**src/rtl/mem_arbiter_ctrl.sv**
```systemverilog
`timescale 1ns/1ps
// mem_arbiter_ctrl: shares one line-wide, word-addressed data memory between the I-cache refill
// path and the D-cache refill/write-through path. Round-robin grant, one transaction in flight,
// bounded wait on mem_ready with a sticky timeout flag.
module mem_arbiter_ctrl #(
    parameter int unsigned ADDR_W  = 10,
    parameter int unsigned TIMEOUT = 16
) (
    input  logic              clock,
    input  logic              reset,
    input  logic              ic_req_i,
    input  logic [ADDR_W-1:0] ic_addr_i,
    output logic              ic_done_o,
    output logic [127:0]      ic_rdata_o,
    input  logic              dc_req_i,
    input  logic              dc_we_i,
    input  logic [ADDR_W-1:0] dc_addr_i,
    input  logic [31:0]       dc_wdata_i,
    output logic              dc_done_o,
    output logic [127:0]      dc_rdata_o,
    output logic              mem_read_en_o,
    output logic              mem_write_en_o,
    output logic [ADDR_W-1:0] mem_addr_o,
    output logic [31:0]       mem_wdata_o,
    input  logic [127:0]      mem_rdata_i,
    input  logic              mem_ready_i,
    output logic              timeout_err_o
);

    localparam int unsigned CntW = $clog2(TIMEOUT + 1);

    typedef enum logic [1:0] {
        StIdle,
        StAccess,
        StDone
    } state_e;

    state_e            state_q;
    logic              last_ic_q;   // 1: I-cache won the last grant, so D-cache is favoured next
    logic              owner_dc_q;
    logic [CntW-1:0]   cnt_q;
    logic              ic_done_q;
    logic              dc_done_q;
    logic [127:0]      ic_rdata_q;
    logic [127:0]      dc_rdata_q;
    logic              mem_read_en_q;
    logic              mem_write_en_q;
    logic [ADDR_W-1:0] mem_addr_q;
    logic [31:0]       mem_wdata_q;
    logic              timeout_err_q;

    logic              grant_dc_d;
    logic              grant_we_d;
    logic [ADDR_W-1:0] req_addr;
    logic [ADDR_W-1:0] grant_addr_d;
    logic [31:0]       grant_wdata_d;

    // Grant decision and the transaction fields that would be latched on a grant this cycle.
    always_comb begin
        grant_dc_d    = dc_req_i & (~ic_req_i | last_ic_q);
        grant_we_d    = grant_dc_d & dc_we_i;
        req_addr      = grant_dc_d ? dc_addr_i : ic_addr_i;
        // Line reads fetch the whole aligned 4-word line; writes target the exact word.
        grant_addr_d  = grant_we_d ? req_addr : {req_addr[ADDR_W-1:2], 2'b00};
        grant_wdata_d = grant_dc_d ? dc_wdata_i : '0;
    end

    // Transaction sequencer IDLE -> ACCESS -> DONE with all outputs registered.
    always_ff @(posedge clock or negedge reset) begin
        if (!reset) begin
            state_q        <= StIdle;
            last_ic_q      <= 1'b0;
            owner_dc_q     <= 1'b0;
            cnt_q          <= '0;
            ic_done_q      <= 1'b0;
            dc_done_q      <= 1'b0;
            ic_rdata_q     <= '0;
            dc_rdata_q     <= '0;
            mem_read_en_q  <= 1'b0;
            mem_write_en_q <= 1'b0;
            mem_addr_q     <= '0;
            mem_wdata_q    <= '0;
            timeout_err_q  <= 1'b0;
        end else begin
            // Done is a single-cycle pulse; only the ACCESS exit raises it.
            ic_done_q <= 1'b0;
            dc_done_q <= 1'b0;
            unique case (state_q)
                StIdle: begin
                    if (ic_req_i || dc_req_i) begin
                        owner_dc_q     <= grant_dc_d;
                        last_ic_q      <= ~grant_dc_d;
                        mem_addr_q     <= grant_addr_d;
                        mem_wdata_q    <= grant_wdata_d;
                        mem_read_en_q  <= ~grant_we_d;
                        mem_write_en_q <= grant_we_d;
                        cnt_q          <= '0;
                        state_q        <= StAccess;
                    end
                end
                StAccess: begin
                    if (mem_ready_i) begin
                        if (mem_read_en_q) begin
                            if (owner_dc_q) dc_rdata_q <= mem_rdata_i;
                            else            ic_rdata_q <= mem_rdata_i;
                        end
                        mem_read_en_q  <= 1'b0;
                        mem_write_en_q <= 1'b0;
                        ic_done_q      <= ~owner_dc_q;
                        dc_done_q      <= owner_dc_q;
                        state_q        <= StDone;
                    end else if (cnt_q == CntW'(TIMEOUT - 1)) begin
                        // Aborted read returns an all-zero line; writes leave rdata untouched.
                        if (mem_read_en_q) begin
                            if (owner_dc_q) dc_rdata_q <= '0;
                            else            ic_rdata_q <= '0;
                        end
                        mem_read_en_q  <= 1'b0;
                        mem_write_en_q <= 1'b0;
                        timeout_err_q  <= 1'b1;
                        ic_done_q      <= ~owner_dc_q;
                        dc_done_q      <= owner_dc_q;
                        state_q        <= StDone;
                    end else begin
                        cnt_q <= cnt_q + CntW'(1);
                    end
                end
                StDone: begin
                    state_q <= StIdle;
                end
                default: begin
                    state_q <= StIdle;
                end
            endcase
        end
    end

    assign ic_done_o      = ic_done_q;
    assign dc_done_o      = dc_done_q;
    assign ic_rdata_o     = ic_rdata_q;
    assign dc_rdata_o     = dc_rdata_q;
    assign mem_read_en_o  = mem_read_en_q;
    assign mem_write_en_o = mem_write_en_q;
    assign mem_addr_o     = mem_addr_q;
    assign mem_wdata_o    = mem_wdata_q;
    assign timeout_err_o  = timeout_err_q;

endmodule

```
**config.mk**
```make
export PLATFORM = sky130hd
export DESIGN_NAME = mem_arbiter_ctrl
export DESIGN_NICKNAME = d
export VERILOG_FILES = /design/src/rtl/mem_arbiter_ctrl.sv
export SDC_FILE = /design/constraint.sdc
export NUM_CORES = 1
export LEC_CHECK = 0
export BUFFER_PORTS_ARGS = -buffer_cell sky130_fd_sc_hd__clkbuf_2
export CAP_MARGIN = 0
export CORE_MARGIN = 8
export CORE_UTILIZATION = 45
export CTS_CLUSTER_DIAMETER = 200
export CTS_CLUSTER_SIZE = 10
export DETAILED_ROUTE_END_ITERATION = 16
export GPL_TIMING_DRIVEN = 0
export PLACE_DENSITY_LB_ADDON = 0.05
export SETUP_SLACK_MARGIN = 0.15
export SYNTH_ARGS = -nofsm -noshare
export SYNTH_HDL_FRONTEND = slang
export SYNTH_SLANG_ARGS = --single-unit
```
**constraint.sdc**
```tcl
create_clock -name clock -period 2.2 [get_ports clock]
set_clock_uncertainty 0.05 [all_clocks]
set_input_delay 0.44 -clock clock [delete_from_list [all_inputs] [get_ports clock]]
set_output_delay 0.44 -clock clock [all_outputs]
set_load 0.02 [all_outputs]
```
==> results of run 1 <==
==> where the power goes <==
part / internal, W / switching (W) / leakage [nW] / total [W]
registers: 0.00803 / 0.00137 / 4.05 / 0.00941
logic: 0.00598 / 0.00635 / 5.42 / 0.0123
clock network: 0.00312 / 0.00224 / 0.490 / 0.00536
==> layout by cell type, fill, tap and decap left out, types with 12 or more instances in the layout <==
cell,count
and2_2,99
a22o_1,32
clkbuf_2,486
buf_12,41
dfrtp_1,312
mux2_4,252
buf_16,12
inv_1,19
and2_1,30
clkbuf_1,19
clkbuf_16,57
==> what timing repair did <==
action	CTS	global route
buffers inserted	22	9
gates resized for setup	86	123
endpoints found under the hold margin	76	0
cloned	10	18
pin swaps	4	3
hold buffers	1	0
endpoints found under the setup margin	249	332
==> metal layers <==
layer	part of all wire, %	up-vias	GRT usage [%]
li1	-	4147	-
met1	39	4605	26.7
met2	49	365	37.6
met3	8.0	79	8.12
met4	3.4	4	8.76
met5	0.058	-	0
==> flip-flops by register name, indices dropped and copies added, names as in the netlist, 2 cells and up <==
| signal | count |
|---|---|
| mem_addr_o | 10 |
| mem_wdata_o | 32 |
| dc_rdata_o | 128 |
| cnt_q | 5 |
| ic_rdata_o | 128 |
| state_q | 2 |
==> cells by family (layout without fill, tap and decap cells) <==
family                   count (synthesis)  in the layout  synth area share, %
adder cells (fa/ha/maj)                  2              2                0.188
multiplexers                           259            259                 25.2
AO/OA/AOI/OAI                           62             62                 3.69
other                                    0              4                    0
flip-flops                             312            312                 58.6
buffers and inverters                   71            661                 4.10
AND/OR/NAND/NOR                        154            154                 8.23
==> area by class of cell <==
type                    instances  area (um^2)
inverters                      19         71.3
diodes                          4         10.0
multi-input cells             477         5520
flip-flops and latches        312         7810
clock inverters                 2         17.5
plain buffers                  52          663
well taps                     390          488
repair buffers                549         3670
fillers                      2327        10200
clock buffers                  39          976
==> worst min-delay path by stage <==
stage,endpoint,cells past startpoint
CTS,mem_wdata_o[15],2
floorplan,cnt_q[0],0
detailed placement,timeout_err_o,1
global route,mem_wdata_o[13],2
finish,mem_wdata_o[15],2
global placement,timeout_err_o,1
==> metrics by stage <==
step / cell area (um^2) / instances / power [W] / utilization [%]
after floorplan: 13400 / 860 / 0.0159 / -
after global placement: 16300 / 1736 / 0.0198 / 55.4
after detailed placement: 16400 / 1739 / 0.0200 / 55.7
after CTS: 18200 / 1813 / 0.0263 / 62.0
after global routing: 19200 / 1844 / 0.0284 / 65.4
final: 19200 / 1844 / 0.0271 / 65.4
==> worst max-delay path: cells and delay by family, from the launching register on <==
kind                       cells  cell delay, ns
adders and majority gates      2            0.34
and+or+nand+nor                3            0.52
muxes                          1            0.30
DFF                            1            0.35
buffers and inverters          3            0.51
==> metrics.yaml, run 1 <==
critical_path:
  endpoint_kind: "flop"
  crit_top_cell: "buf_12"
  startpoint_type: "flop"
  crit_chain: "ha_2 -> and3_4 -> ha_4 -> nor2_4 -> nor4b_4 -> buf_6 -> buf_12 -> buf_12 -> mux2_4"
  crit_type: "flop to flop"
  rr_worst_depth: 9
  slowest_stage: "dfrtp_1"
  r2r_end: "ic_rdata_o[102]"
  crit_path_start: "cnt_q[1]"
  r2r_setup_slack_ns: 0.002
  crit_end: "ic_rdata_o[102]"
  r2r_start: "cnt_q[1]"
  arrival_ns: 2.53
  max_stage_delay_ns: 0.35
  worstPathRequired_ns: 2.54
  path_max_fanout: 10
detailed_routing:
  routed_wl_um: 43300
  ant_nets: 0
  drc: 0
  drtIter0Drc: 379
  wl_per_cell_um: 23.5
  vias: 9200
  firstDrtPassIters: 4
  via_per_inst: 4.99
synthesis:
  yosys_register_bits: 312
  netlist_area_mm2: 0.0133
  netlist.area_leader.share_pct: 58.6
  synth_common_cells: "dfrtp_1, mux2_2, mux2_4"
  yosysSeqAreaShare_pct: 58.6
  synthArstFlopShare_pct: 100
  syn_nets: 1048
  yosys_warnings: 0
  yosys_most_used_dff: "dfrtp_1"
  synth_most_common_cell: "dfrtp_1"
  synth_area_leaders: "dfrtp_1, mux2_4, mux2_2"
  post-synth-top-area-cell: "dfrtp_1"
  synth-edff-count: 0
  syn_inst: 860
  avgSynthCellArea_um2: 15.5
  synth_cell_types: 38
die:
  io_pins: 489
  die-height_um: 188
  initial_core_util_pct: 45.3
  die_area_mm2: 0.0354
  placementRows: 63
  die_w_um: 188
  core_area_mm2: 0.0294
power_and_ir_drop:
  power_density_mw_per_mm2: 1410
  irDropWorstVdd_mv: 0.875
  leakage_nw: 9.95
grt:
  antenna_found_initial: 6
  grt_overflow: 0
  grt_pass1_vias: 9896
  grt_max_degree: 91
  grt_pass1_wl_um: 62600
  grt.total_usage_pct: 22.7
timing:
  setup_viol: 0
  max_slew_margin_pct: 43.2
  worstMarginPinSlew_ns: 0.853
  period_minus_slack_ns: 2.20
  tns_ns: 0
  period_share_pct: 99.9
  finalMaxSlewViolations: 0
  hold_ws_ns: 0.0962
  rsz0062_at_grt: "yes"
  hold_viol: 0
  fin_ws_ns: 0.00170
  max_freq_ghz: 0.455
place:
  io_buffers: 486
  place_congestion: 0.808
  dp_hpwl_um: 30200
  dp_slack_ns: -0.254
final_layout:
  drive_gt1_share_pct: 68.2
  final_nets: 1636
  area_growth_pct: 44.2
cts:
  htreeDepth: 2
  clock_path_buffers: 3
  cts_made_buffers: 37
  cts_tree: "done"
  clkTransAtPathRegs_ns: 0.06
  clkSinkCount: 312
  clock_latency_ns: 0.51
  clock-root-buffer: "clkbuf_16"
min_path:
  worstHoldStart: "dc_wdata_i[15]"
  hold_class: "input pin to flop"
run_status:
  outcome: "complete, no violations"
flow_run:
  cap_viol_max_count: 0
Power figures use the tool's default switching activity.
==> run 2: changes to the inputs <==
--- a/config.mk
+++ b/config.mk
@@ -13,8 +13,9 @@
 export CTS_CLUSTER_SIZE = 10
 export DETAILED_ROUTE_END_ITERATION = 16
 export GPL_TIMING_DRIVEN = 0
-export PLACE_DENSITY_LB_ADDON = 0.05
+export PLACE_DENSITY = 0.73
 export SETUP_SLACK_MARGIN = 0.15
+export SLEW_MARGIN = 10
 export SYNTH_ARGS = -nofsm -noshare
 export SYNTH_HDL_FRONTEND = slang
 export SYNTH_SLANG_ARGS = --single-unit
==> metrics.yaml, run 2 (synthesis gave the netlist of run 1 again) <==
run_status:
  outcome: "finished with violations"
  violations: "negative setup slack"
timing:
  setup_viol: 1  # +1
  period_share_pct: 100  # about the same
  hold_viol: 0  # unchanged
  tns_ns: -0.000170  # -0.000170 ns
  max_freq_ghz: 0.455  # about the same
  period_minus_slack_ns: 2.20  # +0.00187 ns
  rsz0062_at_grt: "yes"
  finalMaxSlewViolations: 0  # unchanged
  fin_ws_ns: -0.000170  # -0.00187 ns
  max_slew_margin_pct: 45.9  # +2.7 points
  worstMarginPinSlew_ns: 0.812  # -0.0405 ns
critical_path:
  crit_path_start: "cnt_q[0]"
  worstPathRequired_ns: 2.53  # about the same
  crit_end: "cnt_q[4]"
  r2r_setup_slack_ns: -0.0002  # about the same
  arrival_ns: 2.53  # about the same
  r2r_end: "cnt_q[4]"
  endpoint_kind: "flop"
  rr_worst_depth: 7  # -2
  r2r_start: "cnt_q[0]"
  startpoint_type: "flop"
  crit_type: "flop to flop"
  path_max_fanout: 5  # -5
flow_run:
  cap_viol_max_count: 0  # unchanged
die:
  core_area_mm2: 0.0294  # unchanged
  placementRows: 63  # unchanged
  io_pins: 489  # unchanged
  die_w_um: 188  # unchanged
  initial_core_util_pct: 45.3  # unchanged
  die_area_mm2: 0.0354  # unchanged
  die-height_um: 188  # unchanged
place:
  place_congestion: 0.790  # -2.3%
  dp_hpwl_um: 29900  # -1.1%
  io_buffers: 486  # unchanged
  placed_cell_area_mm2: 0.0164  # unchanged
cts:
  clock_path_buffers: 3  # unchanged
  clkSinkCount: 312  # unchanged
  clock-root-buffer: "clkbuf_16"
  cts_made_buffers: 37  # unchanged
  cts_tree: "done"
  htreeDepth: 2  # unchanged
  clkTransAtPathRegs_ns: 0.06  # about the same
  clock_latency_ns: 0.51  # about the same
final_layout:
  seqCellArea_mm2: 0.00781  # unchanged
  drive_gt1_share_pct: 67.6  # -0.65 points
  layout_commonest_cell: "clkbuf_2"
  final_nets: 1613  # -1.4%
  multi_input_area_mm2: 0.00542  # -1.9%
  fillers: 2208  # -5.1%
  finalInstanceArea_mm2: 0.0186  # -3.2%
  final_cell_mix: "clkbuf_2, dfrtp_1, mux2_4"
  area_growth_pct: 39.5
detailed_routing:
  firstDrtPassIters: 4  # unchanged
  vias: 9226  # +0.28%
  via_per_inst: 5.07  # +1.7%
  routed_wl_um: 41600  # -4.0%
  ant_nets: 0  # unchanged
  wl_per_cell_um: 22.9  # -2.7%
  drc: 0  # unchanged
  drtIter0Drc: 377  # -0.53%
min_path:
  hold_class: "input pin to flop"
  worstHoldStart: "dc_wdata_i[28]"
grt:
  grt.total_usage_pct: 22.0  # -0.68 points
  grt_overflow: 0  # unchanged
  grt_pass1_wl_um: 61600  # -1.7%
  grt_pass1_vias: 10300  # +3.6%
  antenna_found_initial: 1  # -5
  grt_max_degree: 83  # -8.8%
power_and_ir_drop:
  leakage_nw: 9.68  # -2.8%
  irDropWorstVdd_mv: 0.930  # +6.3%
  total_power_w: 0.0265  # -2.1%
  power_density_mw_per_mm2: 1430  # +1.1%
## run 2: per-stage QoR
stage	setup WS (ns)	utilization [%]	hold slack, ns	instances
2_1_floorplan	0.156	-	0.0944	860
3_3_place_gp	-6.11	55.4	0.415	1736
3_5_place_dp	-0.226	55.7	0.415	1739
4_1_cts	0.00256	60.4	0.0756	1798
5_1_grt	-0.0579	63.3	0.0884	1818
6_report	-0.000170	63.3	0.102	1818
## run 2: final cells by class
cell class              instances  share of cell area (%)
flip-flops and latches        312                    42.0
diodes                          1                  0.0135
plain buffers                  52                    3.54
well taps                     390                    2.62
repair buffers                526                    17.0
multi-input cells             477                    29.1
inverters                      19                   0.383
clock buffers                  39                    5.25
clock inverters                 2                  0.0942
## run 2: how the worst min path moves through the flow
stage,slack [ns],cells after the start,end
2_1_floorplan,0.09,0,cnt_q[0]
3_3_place_gp,0.42,1,timeout_err_o
3_5_place_dp,0.41,1,cnt_q[3]
4_1_cts,0.08,2,mem_wdata_o[5]
5_1_grt,0.09,2,mem_wdata_o[27]
6_report,0.10,2,mem_wdata_o[28]
## run 2: worst max-delay path: stages, from the launching register on
cell,delay (ns)
dfrtp_1,0.39
ha_2,0.18
and3_4,0.15
ha_4,0.17
buf_4,0.14
or4b_1,0.53
o21ai_4,0.12
mux2_1,0.34
## run 2: metal layers
layer / wire length [um] / global-route usage (%)
met5: 0 / 0
met4: 1140 / 6.91
met3: 3270 / 7.37
met2: 20800 / 38.2
met1: 16300 / 25.3
## run 2: repair_timing
item	4_1_cts	5_1_grt
pin swaps	0	2
endpoints found under the setup margin	249	253
hold buffers	1	0
setup buffers	14	6
gates cloned	3	13
gates resized for setup	45	123
endpoints found under the hold margin	70	0
## run 2: power breakdown
part	internal [W]	switching, W	total (W)
Combinational	0.00556	0.00615	0.0117
Sequential	0.00803	0.00145	0.00949
Clock	0.00312	0.00221	0.00533
Total	0.0167	0.00982	0.0265
